[src/rtl/rgb_seq_ctrl.sv]
// Colour ring sequencer: walks a one-hot ring with programmable dwell, run/pause/step
// control and direction select, and produces a PWM brightness enable for the LED drive.
module rgb_seq_ctrl #(
    parameter int N       = 6,
    parameter int DWELL_W = 24,
    parameter int PWM_W   = 8
) (
    input  logic               clk,
    input  logic               reset,
    input  logic               start,
    input  logic               stop,
    input  logic               step,
    input  logic               dir,
    input  logic [DWELL_W-1:0] dwell,
    input  logic [PWM_W-1:0]   bright,
    output logic [N-1:0]       q,
    output logic               led_en,
    output logic               step_pulse,
    output logic               running,
    output logic               err
);

    typedef enum logic [1:0] {
        S_IDLE  = 2'd0,
        S_RUN   = 2'd1,
        S_PAUSE = 2'd2
    } state_t;

    localparam logic [N-1:0] Q_INIT = {{(N-1){1'b0}}, 1'b1};

    state_t             r_state;
    logic [DWELL_W-1:0] r_cnt;
    logic [PWM_W-1:0]   r_pwm;

    logic [N-1:0]       w_q_adv;
    logic [DWELL_W-1:0] w_dwell_m1;
    logic               w_expire;
    logic               w_onehot;

    assign w_q_adv    = dir ? {q[0], q[N-1:1]} : {q[N-2:0], q[N-1]};
    // A dwell of 0 behaves like 1, so the last count index is clamped at 0.
    assign w_dwell_m1 = (dwell == '0) ? '0 : dwell - DWELL_W'(1);
    assign w_expire   = (r_cnt >= w_dwell_m1);
    assign w_onehot   = (q != '0) && ((q & (q - N'(1))) == '0);

    always_ff @(posedge clk or posedge reset) begin
        if (reset) begin
            r_state    <= S_IDLE;
            r_cnt      <= '0;
            r_pwm      <= '0;
            q          <= Q_INIT;
            led_en     <= 1'b0;
            step_pulse <= 1'b0;
            running    <= 1'b0;
            err        <= 1'b0;
        end else begin
            step_pulse <= 1'b0;
            led_en     <= (r_state != S_IDLE) && (r_pwm < bright);
            r_pwm      <= (r_state == S_IDLE) ? '0 : r_pwm + PWM_W'(1);

            case (r_state)
                S_IDLE: begin
                    if (!stop && start) begin
                        r_state <= S_RUN;
                        running <= 1'b1;
                        r_cnt   <= '0;
                    end else if (!stop && step) begin
                        q          <= w_q_adv;
                        step_pulse <= 1'b1;
                        r_state    <= S_PAUSE;
                    end
                end
                S_RUN: begin
                    if (stop) begin
                        r_state <= S_PAUSE;
                        running <= 1'b0;
                    end else if (w_expire) begin
                        q          <= w_q_adv;
                        r_cnt      <= '0;
                        step_pulse <= 1'b1;
                    end else begin
                        r_cnt <= r_cnt + DWELL_W'(1);
                    end
                end
                S_PAUSE: begin
                    if (stop) begin
                        r_state <= S_IDLE;
                        q       <= Q_INIT;
                        r_cnt   <= '0;
                    end else if (start) begin
                        r_state <= S_RUN;
                        running <= 1'b1;
                    end else if (step) begin
                        q          <= w_q_adv;
                        step_pulse <= 1'b1;
                    end
                end
                default: begin
                    r_state <= S_IDLE;
                    running <= 1'b0;
                end
            endcase

            // Corrupted ring wins over any advance scheduled above.
            if (!w_onehot) begin
                q          <= Q_INIT;
                step_pulse <= 1'b0;
                err        <= 1'b1;
            end
        end
    end

endmodule

[config.mk]
export PLATFORM = sky130hd
export DESIGN_NAME = rgb_seq_ctrl
export DESIGN_NICKNAME = d
export VERILOG_FILES = /design/src/rtl/rgb_seq_ctrl.sv
export SDC_FILE = /design/constraint.sdc
export NUM_CORES = 1
export LEC_CHECK = 0
export BUFFER_PORTS_ARGS = -buffer_cell sky130_fd_sc_hd__buf_2
export CORE_MARGIN = 5
export CORE_UTILIZATION = 59
export DETAILED_ROUTE_END_ITERATION = 12
export PLACE_DENSITY = 0.81
export SYNTH_ARGS = -nofsm -noshare
export SYNTH_HDL_FRONTEND = slang
export SYNTH_SLANG_ARGS = --single-unit
[constraint.sdc]
create_clock -name clk -period 3 [get_ports clk]
set_input_delay 0.6 -clock clk [delete_from_list [all_inputs] [get_ports clk]]
set_output_delay 0.6 -clock clk [all_outputs]
set_load 0.05 [all_outputs]
# Word-level counts from Yosys, hierarchy flattened
# Index checks and enable logic that the tools add are counted.
# word_totals
reg_bits	44
out_inout_bits	10
wordCells	84
# op_classes
n_mux	37
bitwise_logic	1
n_reduce_logical	15
n_eq_ne	17
addsub	4
order_cmp	2
# op_table
cell	count
2-to-1 mux 24 bit	5
one-hot mux 24 bit (3 select lines)	1
2-to-1 mux 6 bit	9
adder 24 x 1 -> 24 bit, second input constant	1
>= comparator 24 bit	1
logical NOT 24 bit	1
subtractor 24 x 1 -> 24 bit, second input constant	1
one-hot mux 6 bit (3 select lines)	1
2-to-1 mux 1 bit	12
!= test 3 bit, second input constant	4
2-to-1 mux 2 bit	5
!= test 2 bit, second input constant	5
adder 8 x 1 -> 8 bit, second input constant	1
< comparator 8 bit	1
2-to-1 mux 8 bit	1
!= test 4 bit, second input constant	2
AND reduction 4 bit	2
AND reduction 7 bit	1
AND 6 bit	1
logical NOT 6 bit	1
one-hot mux 1 bit (3 select lines)	2
one-hot mux 2 bit (3 select lines)	1
nonzero test 6 bit	1
subtractor 6 x 1 -> 6 bit, second input constant	1
12 further kinds	15

# Depth between registers and ports, before layout
# depth
word_depth	7
depth_mapped	16
mapped_depth_nobuf	14

# Worst setup path after synthesis
# Ideal clock, no wire load.
# synth_path
kind	in2reg
startpoint	input port dwell[7]
endpoint	register q[0]
slack_ns	-0.987
arrival_ns	3.904
n_path_buf	2
cell_stages	15
path_cell_list	or4_4 > nor4_4 > nand3_1 > nor4_2 > nand2_1 > mux2_2 > ha_1 > nand4_4 > nor4_4 > a22oi_2 > and2_4 > buf_6 > a32o_1 > buf_6 > mux2_4
# synth_between
elab_chain_cells	5
elab_cells_between_ends	6
classes_between	1 x add/sub; 1 x order compare; 1 x eq/ne; 1 x mux; 2 x reduce/logical
# synth_rtl
item	line_no	rtl
start: declaration	14	input logic [DWELL_W-1:0] dwell,
subtractor 24 x 1 -> 24 bit or logical NOT 24 bit (tied branches)	42	assign w_dwell_m1 = (dwell == '0) ? '0 : dwell - DWELL_W'(1);
2-to-1 mux 24 bit (*)	42	
>= comparator 24 bit (*)	43	assign w_expire = (r_cnt >= w_dwell_m1);
!= test 3 bit (no line) (*)	--	
AND reduction 7 bit (no line) (*)	--	
end signal: assignment	68	q <= w_q_adv;
end signal: assignment	78	q <= w_q_adv;
end signal: assignment	94	q <= w_q_adv;
end: declaration	16	output logic [N-1:0] q,
# Every way passes the cells marked *; elsewhere a longest branch is shown, timed or not.
# A chain may end at the register's enable or synchronous reset.

# Worst setup path in the final report
# layout_path
startpoint	input port dwell[7]
endpoint	register r_cnt[22]
# layout_between
elab_chain_cells	6
elab_cells_between_ends	7
classes_between	1 x add/sub; 1 x order compare; 4 x mux; 1 x reduce/logical
# layout_rtl
item	line_no	rtl
subtractor 24 x 1 -> 24 bit or logical NOT 24 bit (tied branches)	42	
2-to-1 mux 24 bit (*)	42	
>= comparator 24 bit (*)	43	
2-to-1 mux 24 bit (*)	77	end else if (w_expire) begin
2-to-1 mux 24 bit (*)	74	if (stop) begin
one-hot mux 24 bit (3 select lines) (*)	61	case (r_state)
end signal: assignment	82	r_cnt <= r_cnt + DWELL_W'(1);
end: declaration	32	logic [DWELL_W-1:0] r_cnt;
# Every way passes the cells marked *; elsewhere a longest branch is shown, timed or not. The select of a mux whose other input is x is not followed.

==> impl_metrics.tcl <==
set metrics [dict create \
    status "finished, violations left" \
    violations "setup timing" \
    p_leak_nw 2.37 \
    seq_power_share 0.316 \
    clkTransAtPathRegs_ps 90 \
    synth_seq_area_share 0.296 \
    track_usage 0.242 \
    startpoint "dwell[7]" \
    synth_warnings 0 \
    setup_viol 31 \
    drcViolationCount 0 \
    post-route-min-period_ps 3740 \
    syn_to_final_growth_pct 30.0 \
    die_w_um 89.4 \
    cts_buffer_depth 2 \
    place.gp.congestion 0.886 \
    slew-limit-headroom 0.403 \
    ir_worst_vdd_uv 419 \
    rsz0062_at_grt "true" \
    power_density_mw_per_mm2 484 \
    startpoint_type "primary input" \
    routedWlPerCell_um 15.2 \
    critical_path.max_fanout 7 \
    synth.cell_area_sq_mm 0.00372 \
    use_met1 0.297 \
    grt.busiest_layer "met2" \
    fin_hold_ws_ps 362 \
    worstSetupEndpointType "flop" \
    required_ps 3200 \
    clock_sinks 44 \
    grt_pass1_wl_mm 15.4 \
    worst_slew_pin_slew_ps 889 \
    fp.dieH_um 89.4 \
    critPathBufInv 5 \
    p_sw_uw 948 \
    crit_cells 18 \
    nets 609 \
    grt_max_degree 26 \
    ctsRootBufferMaster "clkbuf_8" \
    worst_slack_ps -743 \
    global_route.overflow_total 0 \
    drive_gt1_frac 0.311 \
    hp-class "primary input to asynchronous set/reset pin" \
    io_buffers 47 \
    rows 29 \
    p_int_mw 1.39 \
    antenna_left 0 \
    clkPwrFrac 0.200 \
    diodes 0 \
    multi_input_area_sq_mm 0.00268 \
    cp.arrival_ps 3940 \
    drt_wl_total_mm 9.25 \
    dp_hpwl_mm 6.76 \
    syn_nets 503 \
    cp_cell_sequence "buf_6 -> or4_4 -> nor4_4 -> buf_4 -> buf_6 -> nand3b_1 -> or3_1 -> xnor2_1 -> nand2_1 -> ha_4 -> nand4_1 -> nor4_4 -> a22oi_2 -> and2_4 -> buf_6 -> a31oi_4 -> clkbuf_16 -> nor2_1" \
    grt_pass1_vias 3548 \
    reg2reg_from "r_state[0]$_DFFE_PP0P_" \
    hold_violations 0 \
    worstSkewPairLatency_ps 300 \
    cts_tree "done" \
    synthArstFlopShare 1.00 \
    regToRegSetupSlack_ps 430 \
    numCtsBuffers 5 \
    crit_type "primary input to flop" \
    synth_common_cells "nand2_1, nor2_1, dfrtp_1, ha_1, xor2_1" \
    share_comb_of_total_power 0.485 \
    design.die.area_sq_mm 0.00799 \
    io-pin-count 48 \
    yosysMostFrequentCell "nand2_1" \
    yosys.cell_types.count 66 \
    post-route-period-util 1.25 \
    timing.rr.end "r_cnt[18]$_DFFE_PP0P_" \
    register_area_sq_mm 0.00110 \
    crit_end "r_cnt[22]$_DFFE_PP0P_" \
    drv_cap 0 \
    fmax_mhz 267 \
    switching_share 0.405 \
    avgSynthCellArea_sq_um 8.73 \
    max_stage_delay_ps 540 \
    crit_path_frequent_cell "buf_6" \
    drt_pass1_iterations 4 \
    hold_buffers 0 \
    antenna_found_initial 0 \
    finalClockSkew_ps 11.9 \
    htree_levels 2 \
    critPathSlowestCell "or4_4" \
    synth_top_cell_by_area "dfrtp_1" \
    reg2reg_depth 8 \
    grt_use_met3 0.0258 \
    ys_seq_elements 44 \
    use_met2 0.443 \
    netlist.area_leader.share 0.289 \
    initial_core_util 0.596 \
    drv_slew 0 \
    dr.first_iter.drc_count 176 \
    core_sq_mm 0.00624 \
    synth_edf_count 0 \
    syn_inst 426 \
    fin_util 0.775 \
    yosys-top-cells-area "dfrtp_1, ha_1, nand2_1, xor2_1, nor2_1" \
    vias 3562 \
    nFillCells 418 \
    crit_family "simple AND/OR/NAND/NOR gates" \
    vias_per_cell 5.84 \
    place_ws_ps -1080 \
    synthFlopType "dfrtp_1" \
]
-- through the flow --
step	total power [mW]	instance area (sq um)	std cells	setup TNS, ps
2_1_floorplan	1.50	3760	426	-20660
3_3_place_gp	1.73	4420	591	-28880
3_5_place_dp	1.76	4420	591	-31410
4_1_cts	2.29	4740	607	-19830
5_1_grt	2.50	4830	610	-24730
6_report	2.34	4830	610	-21040
-- power by group through the flow --
stage          Combinational, mW  Sequential, mW  Clock [mW]
5_1_grt                     1.24           0.753       0.502
2_1_floorplan              0.661           0.842           0
6_report                    1.13           0.739       0.467
4_1_cts                     1.08           0.737       0.475
3_5_place_dp                1.01           0.748           0
3_3_place_gp               0.986           0.745           0
-- area by class of cell --
| class | instances | share of cell area |
|---|---|---|
| multi-input combinational | 352 | 0.553 |
| sequential | 44 | 0.228 |
| timing repair buffer | 110 | 0.160 |
| tap | 77 | 0.0199 |
| inverter | 19 | 0.0148 |
| clock buffer | 5 | 0.0142 |
| clock inverter | 3 | 0.00983 |
-- state kept, by name (all words and copies together), names as in the netlist --
register	count
r_cnt	24
r_pwm	8
q	6
r_state	2
err	1
led_en	1
running	1
step_pulse	1
-- per-layer routing --
metal	routed length (um)	share of wire	up-vias
met4	184	0.020	0
met2	4800	0.52	94
li1	-	-	1749
met5	0	0	-
met3	407	0.044	14
met1	3860	0.42	1705
-- timing repair --
item                       4_1_cts  5_1_grt
buffers inserted                 9        3
gates resized for setup         30       12
pin swaps                       15       12
setup endpoints to repair       31       31
gates cloned                     0        1
-- cell families (layout without fill, tap and decap cells) --
group	count (synthesis)	count (layout)	share of synthesized area
and+or+nand+nor	189	189	0.263
AOI/OAI and AO/OA	70	70	0.139
DFF	44	44	0.296
xor gates and xnor gates	41	41	0.0965
adders and majority gates	39	39	0.131
buffers and inverters	30	137	0.0360
muxes	13	13	0.0380
-- cell usage in the layout (no fill, tap or decap), types with 3 or more instances in the layout --
master and count:
o21ai_0 12, nand3_2 3, nor4_4 4, nor3_2 3
nand4_1 7, inv_1 18, mux2_2 4, a21o_1 3
o21ai_2 3, dfrtp_1 43, mux2i_1 7, ha_1 37
buf_6 8, xnor2_1 17, xor2_1 24, nand3_1 18
and3_1 6, nor3_1 10, a32o_1 4, buf_4 55
nand2_1 58, buf_2 45, nand2b_1 4, clkbuf_8 5
a21oi_1 13, nor4_1 4, a41o_1 4, nor2_1 43
-- worst min-delay path by stage --
stage	endpoint	start	slack [ps]	cells after the start
after detailed placement	err$_DFFE_PP0N_	err$_DFFE_PP0N_	440	1
after global routing	r_cnt[18]$_DFFE_PP0P_	reset	410	2
final	r_cnt[20]$_DFFE_PP0P_	reset	360	2
after global placement	err$_DFFE_PP0N_	err$_DFFE_PP0N_	440	1
after CTS	r_cnt[20]$_DFFE_PP0P_	reset	370	2
after floorplan	r_pwm[0]$_DFF_PP0_	r_pwm[0]$_DFF_PP0_	430	1
No activity file was read; power rests on OpenSTA's default activity.
